File: config.mk
export PLATFORM = sky130hd
export DESIGN_NAME = rdyval_arb2reqack_tph_flat
export DESIGN_NICKNAME = d
export VERILOG_FILES = /design/src/rtl/rdyval_arb2reqack_tph_if.sv /design/src/rtl/rdyval_arb2reqack_tph.sv /design/src/flat_wrapper.sv
export SDC_FILE = /design/constraint.sdc
export NUM_CORES = 1
export LEC_CHECK = 0
export ABC_AREA = 1
export CORE_MARGIN = 2
export CORE_UTILIZATION = 35
export DETAILED_ROUTE_END_ITERATION = 8
export PLACE_DENSITY = 0.73
export SYNTH_ARGS = -nofsm -noshare
export SYNTH_HDL_FRONTEND = slang
export SYNTH_SLANG_ARGS = --single-unit
File: constraint.sdc
create_clock -name clk -period 3.1 [get_ports clk]
set_input_delay 0.31 -clock clk [delete_from_list [all_inputs] [get_ports clk]]
set_output_delay 0.31 -clock clk [all_outputs]
set_load 0.005 [all_outputs]
File: src/rtl/rdyval_arb2reqack_tph_if.sv
// rtl/rdyval_arb2reqack_tph_if.sv - bundle of requester-side ready/valid and two-phase req/ack signals
//
// Purpose: groups the arbiter's handshake and data signals so a whole
//          requester/converter connection passes through a single port.
// Ports (as seen by the arbiter through the slave modport):
//   vld   in   NREQ         per-requester valid
//   rdy   out  NREQ         per-requester ready, one-hot or zero
//   i_dat in   NREQ*DWIDTH  requester data, slice i at [i*DWIDTH +: DWIDTH]
//   req   out  1            two-phase request, toggles once per transfer
//   ack   in   1            two-phase acknowledge from the receiver
//   o_dat out  DWIDTH       registered data of the current transfer
//   o_id  out  IDW          registered index of the owning requester
//   busy  out  1            transfer outstanding
//   err   out  1            sticky protocol error
interface rdyval_arb2reqack_tph_if #(
  parameter int NREQ   = 4,
  parameter int DWIDTH = 1
);
  localparam int IDW = (NREQ > 1) ? $clog2(NREQ) : 1;

  logic [NREQ-1:0]        vld;
  logic [NREQ-1:0]        rdy;
  logic [NREQ*DWIDTH-1:0] i_dat;
  logic                   req;
  logic                   ack;
  logic [DWIDTH-1:0]      o_dat;
  logic [IDW-1:0]         o_id;
  logic                   busy;
  logic                   err;

  modport master (
    output vld, i_dat, ack,
    input  rdy, req, o_dat, o_id, busy, err
  );

  modport slave (
    input  vld, i_dat, ack,
    output rdy, req, o_dat, o_id, busy, err
  );
endinterface

File: src/rtl/rdyval_arb2reqack_tph.sv
// rtl/rdyval_arb2reqack_tph.sv - round-robin arbiter from N ready/valid requesters onto a two-phase req/ack link
//
// Purpose: picks one valid requester at a time (round-robin starting after
//          the last winner), latches its data and index, toggles req, and
//          waits for the two-phase ack before granting again.
// Ports:
//   clk    in   rising-edge clock
//   rst_n  in   synchronous active-low reset
//   bus    slave modport of rdyval_arb2reqack_tph_if (vld/rdy/i_dat,
//          req/ack, o_dat/o_id, busy, err)
module rdyval_arb2reqack_tph #(
  parameter int NREQ        = 4,
  parameter int DWIDTH      = 1,
  parameter bit INCLUDE_CDC = 1'b0
) (
  input  logic                  clk,
  input  logic                  rst_n,
  rdyval_arb2reqack_tph_if.slave bus
);
  localparam int IDW = (NREQ > 1) ? $clog2(NREQ) : 1;

  localparam logic [0:0] ST_IDLE = 1'b0;
  localparam logic [0:0] ST_WAIT = 1'b1;

  logic [0:0]        state;
  logic              req_q;
  logic              ack_i;
  logic              ack_q;
  logic              err_q;
  logic [IDW-1:0]    ptr;
  logic [IDW-1:0]    o_id_q;
  logic [DWIDTH-1:0] o_dat_q;

  logic              win_found;
  logic [IDW-1:0]    win_idx;
  logic [NREQ-1:0]   rdy_c;
  logic              grant;
  int                cand;

  // Receiver-side ack, optionally resynchronized into this clock domain.
  generate
    if (INCLUDE_CDC) begin : g_cdc
      logic sync1;
      logic sync2;
      always_ff @(posedge clk) begin
        if (!rst_n) begin
          sync1 <= 1'b0;
          sync2 <= 1'b0;
        end else begin
          sync1 <= bus.ack;
          sync2 <= sync1;
        end
      end
      assign ack_i = sync2;
    end else begin : g_nocdc
      assign ack_i = bus.ack;
    end
  endgenerate

  // Round-robin search: candidates ptr+1, ptr+2, ... wrapping, ptr itself last.
  always_comb begin
    win_found = 1'b0;
    win_idx   = '0;
    cand      = 0;
    for (int k = 1; k <= NREQ; k++) begin
      cand = int'(ptr) + k;
      if (cand >= NREQ) begin
        cand = cand - NREQ;
      end
      if (!win_found && bus.vld[cand]) begin
        win_found = 1'b1;
        win_idx   = cand[IDW-1:0];
      end
    end
  end

  // Ready is suppressed during reset so no requester sees a phantom handshake.
  assign grant = (state == ST_IDLE) && win_found && rst_n;

  always_comb begin
    rdy_c = '0;
    if (grant) begin
      rdy_c[win_idx] = 1'b1;
    end
  end

  always_ff @(posedge clk) begin
    if (!rst_n) begin
      state   <= ST_IDLE;
      req_q   <= 1'b0;
      ptr     <= IDW'(NREQ - 1);
      o_dat_q <= '0;
      o_id_q  <= '0;
      err_q   <= 1'b0;
      ack_q   <= 1'b0;
    end else begin
      ack_q <= ack_i;
      // Any ack movement while nothing is outstanding is a protocol error;
      // it is only flagged, the FSM keeps running.
      if ((state == ST_IDLE) && (ack_i != ack_q)) begin
        err_q <= 1'b1;
      end
      if (state == ST_IDLE) begin
        if (win_found) begin
          o_dat_q <= bus.i_dat[win_idx*DWIDTH +: DWIDTH];
          o_id_q  <= win_idx;
          ptr     <= win_idx;
          req_q   <= ~req_q;
          state   <= ST_WAIT;
        end
      end else begin
        if (ack_i == req_q) begin
          state <= ST_IDLE;
        end
      end
    end
  end

  assign bus.rdy   = rdy_c;
  assign bus.req   = req_q;
  assign bus.o_dat = o_dat_q;
  assign bus.o_id  = o_id_q;
  assign bus.busy  = (state == ST_WAIT);
  assign bus.err   = err_q;
endmodule

File: src/flat_wrapper.sv
// flat-port wrapper written by rule: the top's interface ports become plain ports
module rdyval_arb2reqack_tph_flat 
#(
  parameter int NREQ        = 4,
  parameter int DWIDTH      = 1,
  parameter bit INCLUDE_CDC = 1'b0
)
  (clk, rst_n, bus_vld, bus_i_dat, bus_ack, bus_rdy, bus_req, bus_o_dat, bus_o_id, bus_busy, bus_err);
  rdyval_arb2reqack_tph_if #(.NREQ(NREQ), .DWIDTH(DWIDTH)) bus_i ();
  input  logic clk;
  input  logic rst_n;
  input wire logic [$bits(bus_i.vld)-1:0] bus_vld;
  input wire logic [$bits(bus_i.i_dat)-1:0] bus_i_dat;
  input wire logic [$bits(bus_i.ack)-1:0] bus_ack;
  output wire logic [$bits(bus_i.rdy)-1:0] bus_rdy;
  output wire logic [$bits(bus_i.req)-1:0] bus_req;
  output wire logic [$bits(bus_i.o_dat)-1:0] bus_o_dat;
  output wire logic [$bits(bus_i.o_id)-1:0] bus_o_id;
  output wire logic [$bits(bus_i.busy)-1:0] bus_busy;
  output wire logic [$bits(bus_i.err)-1:0] bus_err;
  assign bus_i.vld = bus_vld;
  assign bus_i.i_dat = bus_i_dat;
  assign bus_i.ack = bus_ack;
  assign bus_rdy = bus_i.rdy;
  assign bus_req = bus_i.req;
  assign bus_o_dat = bus_i.o_dat;
  assign bus_o_id = bus_i.o_id;
  assign bus_busy = bus_i.busy;
  assign bus_err = bus_i.err;
  rdyval_arb2reqack_tph #(.NREQ(NREQ), .DWIDTH(DWIDTH), .INCLUDE_CDC(INCLUDE_CDC)) u_core (.clk(clk), .rst_n(rst_n), .bus(bus_i));
endmodule
Word-level counts from Yosys, hierarchy flattened
Index checks and enable logic that the tools add are counted.
{"block": "op_classes", "order_cmp": 10, "n_addsub": 8, "n_bitwise": 2, "reduce_logical": 11, "n_eq_ne": 2, "muxes": 30, "n_shift": 1}
{"operator": "32-bit by 4-bit greater-or-equal comparator with 1-bit output (second input constant)", "n": 4}
{"operator": "32-bit by 4-bit < comparator with 1-bit output (second input constant)", "n": 4}
{"operator": "32-bit two-way mux", "n": 4}
{"operator": "32-bit by 4-bit subtractor with 32-bit output (second input constant)", "n": 4}
{"operator": "1-bit two-way mux", "n": 16}
{"operator": "1-bit binary-select mux with 2-bit select", "n": 4}
{"operator": "2-bit two-way mux", "n": 4}
{"operator": "1-bit logical AND", "n": 7}
{"operator": "2-bit by 2-bit adder with 3-bit output (second input constant)", "n": 2}
{"operator": "2-bit by 3-bit adder with 4-bit output (second input constant)", "n": 1}
{"operator": "4-bit two-way mux", "n": 1}
{"operator": "4-bit by 3-bit variable part select with 1-bit output", "n": 1}
{"operator": "2-bit by 1-bit adder with 3-bit output (second input constant)", "n": 1}
{"operator": "1-bit zero test", "n": 3}
{"operator": "2-bit by 3-bit < comparator with 1-bit output (second input constant)", "n": 1}
{"operator": "1-bit demux with 2-bit select", "n": 1}
{"operator": "2-bit by 1-bit greater-or-equal comparator with 1-bit output (second input constant)", "n": 1}
{"operator": "1-bit inverter", "n": 2}
{"operator": "2-bit AND reduction", "n": 1}
{"operator": "1-bit equality test", "n": 1}
{"operator": "1-bit inequality test", "n": 1}
{"block": "totals", "wordCells": 71, "ff_bits": 9}

Depth between registers and ports, before layout
{"block": "logic_depth", "depth_word": 21, "ltp_mapped": 15, "ltp_nobuf": 15}

Worst setup path before layout
No wires, ideal clock.
{"block": "synth_timing", "path_type": "reg2out", "startpoint": "reg u_core.ptr[0]", "endpoint": "out bus_rdy[2]", "path_stages_with_launch": 11, "t_required_ns": 2.790, "slack_ns": 1.396, "path_buffers": 0, "t_arrival_ns": 1.394, "cell_sequence": "dfxtp_1 inv_2 nand2_1 nand2_2 nand2_1 nand2_2 a21oi_1 nand2_1 nand2_2 clkinv_1 nor3_1"}
{"block": "synth_via", "elab_chain_len": 21, "word_cells_on_any_way": 50, "cone_classes": "add/sub: 8; order compare: 6; mux: 27; reduce/logical: 9"}
{"element": "start, declared", "line_no": "rdyval_arb2reqack_tph.sv:30", "source": "logic [IDW-1:0] ptr;"}
{"element": "start signal, assigned", "line_no": "rdyval_arb2reqack_tph.sv:91", "source": "ptr <= IDW'(NREQ - 1);"}
{"element": "start signal, assigned", "line_no": "rdyval_arb2reqack_tph.sv:107", "source": "ptr <= win_idx;"}
{"element": "2-bit by 1-bit adder with 3-bit output", "line_no": "rdyval_arb2reqack_tph.sv:66", "source": "cand = int'(ptr) + k;"}
{"element": "32-bit by 4-bit subtractor with 32-bit output / 32-bit by 4-bit greater-or-equal comparator with 1-bit output (equally long branches)", "line_no": "rdyval_arb2reqack_tph.sv:68, rdyval_arb2reqack_tph.sv:67"}
{"element": "32-bit two-way mux", "line_no": "rdyval_arb2reqack_tph.sv:67", "source": "if (cand >= NREQ) begin"}
{"element": "1-bit binary-select mux with 2-bit select", "line_no": "rdyval_arb2reqack_tph.sv:70", "source": "if (!win_found && bus.vld[cand]) begin"}
{"element": "1-bit two-way mux (implied by the code) (2 in a row)", "line_no": "rdyval_arb2reqack_tph.sv:70"}
{"element": "1-bit two-way mux", "line_no": "rdyval_arb2reqack_tph.sv:70"}
{"element": "1-bit zero test", "line_no": "rdyval_arb2reqack_tph.sv:70"}
{"element": "1-bit logical AND", "line_no": "rdyval_arb2reqack_tph.sv:70"}
{"element": "[4 not listed]"}
{"element": "1-bit zero test", "line_no": "rdyval_arb2reqack_tph.sv:70"}
{"element": "1-bit logical AND", "line_no": "rdyval_arb2reqack_tph.sv:70"}
{"element": "2-bit two-way mux", "line_no": "rdyval_arb2reqack_tph.sv:70"}
{"element": "2-bit by 3-bit < comparator with 1-bit output (implied by the code) / 2-bit by 1-bit greater-or-equal comparator with 1-bit output (equally long branches)", "line_no": "rdyval_arb2reqack_tph.sv:83", "source": "rdy_c[win_idx] = 1'b1;"}
{"element": "1-bit logical AND (implied by the code)", "line_no": "rdyval_arb2reqack_tph.sv:83"}
{"element": "1-bit two-way mux (implied by the code)", "line_no": "rdyval_arb2reqack_tph.sv:83"}
{"element": "1-bit demux with 2-bit select"}
{"element": "4-bit two-way mux (*)", "line_no": "rdyval_arb2reqack_tph.sv:82", "source": "if (grant) begin"}
{"element": "end, declared", "line_no": "flat_wrapper.sv:15", "source": "output wire logic [$bits(bus_i.rdy)-1:0] bus_rdy;"}
Mark *: on every way between the ends. The rest lies on a longest branch, timed or not. The select of a mux whose other input is x is not followed.

Worst setup path after layout
{"block": "layout_timing", "startpoint": "reg u_core.ptr[0]", "endpoint": "out bus_rdy[0]"}
The elaborated chain is that of the path after synthesis.

==> summary.txt <==
STA
  – Setup-failing EPs final: 0
  – Fin crit share: 88.2%
  – Final hold violation count: 0
  – F_max: 366 MHz
  – Worst Max-Slew Pin Slew: 0.270 ns
  – Worst Clk Skew: 0.00195 ns
  – Tmin final: 2.73 ns
  – TNS Setup: 0 ns
  – Slew margin rel.: 82.0%
  – RSZ-0062 raised after global routing: false
  – Final slew viol count: 0

CTS
  – Hold-fix buffers, CTS: 0
  – Post-CTS Setup Inserts: 0
  – TritonCTS Buffers: 3
  – Worst-path clk slew: 0.06 ns
  – Longest Clk Path Bufs: 2
  – Worst-Skew Late Latency: 0.26 ns
  – CTS tree: yes
  – CTS sink cnt: 9
  – Post_cts resized: 0
  – Clk root buf: clkbuf_4
  – # H-tree levels: 1

Route
  – Residual DRC: 0
  – Antenna-violating nets left: 0
  – Total wire length: 1420 um
  – Via count: 704
  – DR pass1 iterations: 4
  – Routed WL per cell: 9.43 um
  – Drt via density: 4.66
  – Drt initial violations: 12

Setup path
  – CP max stage cell: clkdlybuf4s50_1
  – Nature of the critical path startpoint: register
  – Worst path buffer plus inverter count: 4
  – Worst Path Max Fanout: 9
  – Crit path top cell by count: nand2_1
  – Worst path cell trace: inv_2, nand2_1, nand2_1, nand2_1, nand2_2, inv_1, nand3b_1, nand2_1, inv_2, nand2_2, nor3_1, clkdlybuf4s50_1
  – CP Data Arrival Time: 2.42 ns
  – CP Capture Type: output port
  – Required time of the critical path: 2.79 ns
  – CP delay by family, top: buffers and inverters
  – Crit path kind: reg -> out
  – Slowest stage delay, CP: 0.54 ns

Pwr
  – Leakage Power: 0.425 nW
  – Maximum VDD drop: 0.611 mV
  – Pwr dens: 1040 nW/um^2
  – Tot Pwr: 0.926 mW

Final layout
  – Multi-input gate area: 410 um^2
  – Leading cell type in the layout, fill and taps excluded: nand2_1
  – Filler instances: 162
  – Share of cells above drive strength 1: 19.8%
  – Final Core Density: 52.4%
  – Final instance area: 895 um^2
  – Commonest non-fill, non-tap cells in the layout: nand2_1, clkdlybuf4s50_1, nand2_2
  – Fin cells: 151
  – Final #Nets: 138
  – Area grow syn2layout: 40.7%
  – Register area: 180 um^2
  – ANT cells: 0

Floorplan
  – DIE WIDTH: 46.6 um
  – Top Ports: 21
  – Initial core utilization: 37.2%
  – Row cnt: 15
  – Core ar.: 1710 um^2
  – Chip height: 46.6 um
  – Die area: 2170 um^2

Placement
  – Number of cells after detailed placement: 147
  – Placed inst area: 867 um^2
  – GP Congestion: 0.779
  – Post-DP HPWL: 1130 um
  – PortBufs: 20

GRT
  – Total gr overflow: 0
  – Initial antenna violation count: 0
  – Largest net degree at the start of global routing: 10
  – GR Util All Layers: 13.9%
  – Vias in the first global route: 576
  – First-pass GRT wire length: 2220 um

Worst hold path
  – Worst min path class: reg -> reg

Logic synthesis
  – Register area share after synthesis: 28.3%
  – Library cells used by synthesis: 22
  – #FFs+latches synth: 9
  – Synthesized area: 636 um^2
  – Ys Warns: 0
  – Syn Inst Count: 102
  – Synthesized net count: 113
  – Syn avg cell area: 6.23 um^2

Flow run
  – Number of max-cap violations: 0

Outcome
  – Outcome: finished, final reports clean
-- path summary, 6_finish.rpt --
check / cells past startpoint / slack, ns / from / end
worst max-delay path: 12 / 0.37 / u_core.ptr[0] / bus_rdy[0]
worst min-delay path: 2 / 0.47 / u_core.bus.o_id[0] / u_core.bus.o_id[0]
worst max register to register: 11 / 1.35 / u_core.ptr[0] / u_core.ptr[1]
worst min register to register: 2 / 0.47 / u_core.bus.o_id[0] / u_core.bus.o_id[0]
-- layer usage --
| metal | share of wire (%) | up-vias | global-route usage [%] |
|---|---|---|---|
| li1 | - | 371 | - |
| met5 | 0 | - | 0 |
| met2 | 46 | 23 | 22.5 |
| met4 | 0 | 0 | 1.67 |
| met1 | 47 | 310 | 19.0 |
| met3 | 6.4 | 0 | 3.92 |
-- through the flow --
step / hold WS (ns) / worst slack [ns]
floorplan: 0.403 / 1.40
global placement: 0.448 / 0.422
detailed placement: 0.461 / 0.428
CTS: 0.471 / 0.367
global route: 0.479 / 0.133
finish: 0.469 / 0.365
-- area by class of cell --
| class | count | area share (%) |
|---|---|---|
| clock buffer | 3 | 2.52 |
| clock inverter | 1 | 0.559 |
| inverter | 12 | 5.03 |
| multi-input combinational | 81 | 45.9 |
| sequential | 9 | 20.1 |
| tap | 25 | 3.50 |
| timing repair buffer | 20 | 22.4 |
-- state kept, by name, summed over array words and instances, names as in the netlist --
name / flops
u_core.ack_q: 1
u_core.bus.busy: 1
u_core.bus.err: 1
u_core.bus.o_dat: 1
u_core.bus.o_id: 2
u_core.bus.req: 1
u_core.ptr: 2
-- worst register-to-register path: stages, from the launching register on --
cell	delay [ns]
dfxtp_1	0.46
inv_2	0.15
nand2_1	0.09
nand2_1	0.08
nand2_2	0.09
nand2_4	0.06
nor2_4	0.10
nand3b_1	0.10
nand2_1	0.15
inv_2	0.11
nand2_1	0.13
o211ai_1	0.10
-- cells by family after synthesis --
group                  share of synthesized area (%)
AO/OA/AOI/OAI                                   13.0
flip-flops                                      28.3
buffers and inverters                           7.09
AND/OR/NAND/NOR                                 50.2
XOR/XNOR                                        1.38
-- Yosys cell counts --
master    count  area (um^2)
o21ai_2       1         8.76
nor2_1        6         22.5
nand3_1       6         30.0
inv_2         4         15.0
a21boi_1      1         7.51
inv_1         7         26.3
xnor2_1       1         8.76
nor3_1        4         20.0
o211ai_1      2         15.0
nand2_2      11         68.8
nor2_2        1         6.26
o21a_1        1         7.51
clkinv_1      1         3.75
nor2_4        1         11.3
a21oi_2       1         8.76
nand3b_1      1         7.51
a21oi_1       5         25.0
o21ai_0       2         10.0
nand2_1      35          131
dfxtp_1       9          180
nand2_4       1         11.3
nand3_2       1         10.0
-- report_power, final --
group | leakage (nW) | internal, mW | switching [mW] | total (mW)
clock network | 0.0177 | 0.0476 | 0.0430 | 0.0907
registers | 0.0749 | 0.158 | 0.0438 | 0.202
logic | 0.332 | 0.262 | 0.371 | 0.633
(Power assumes the default switching activity.)
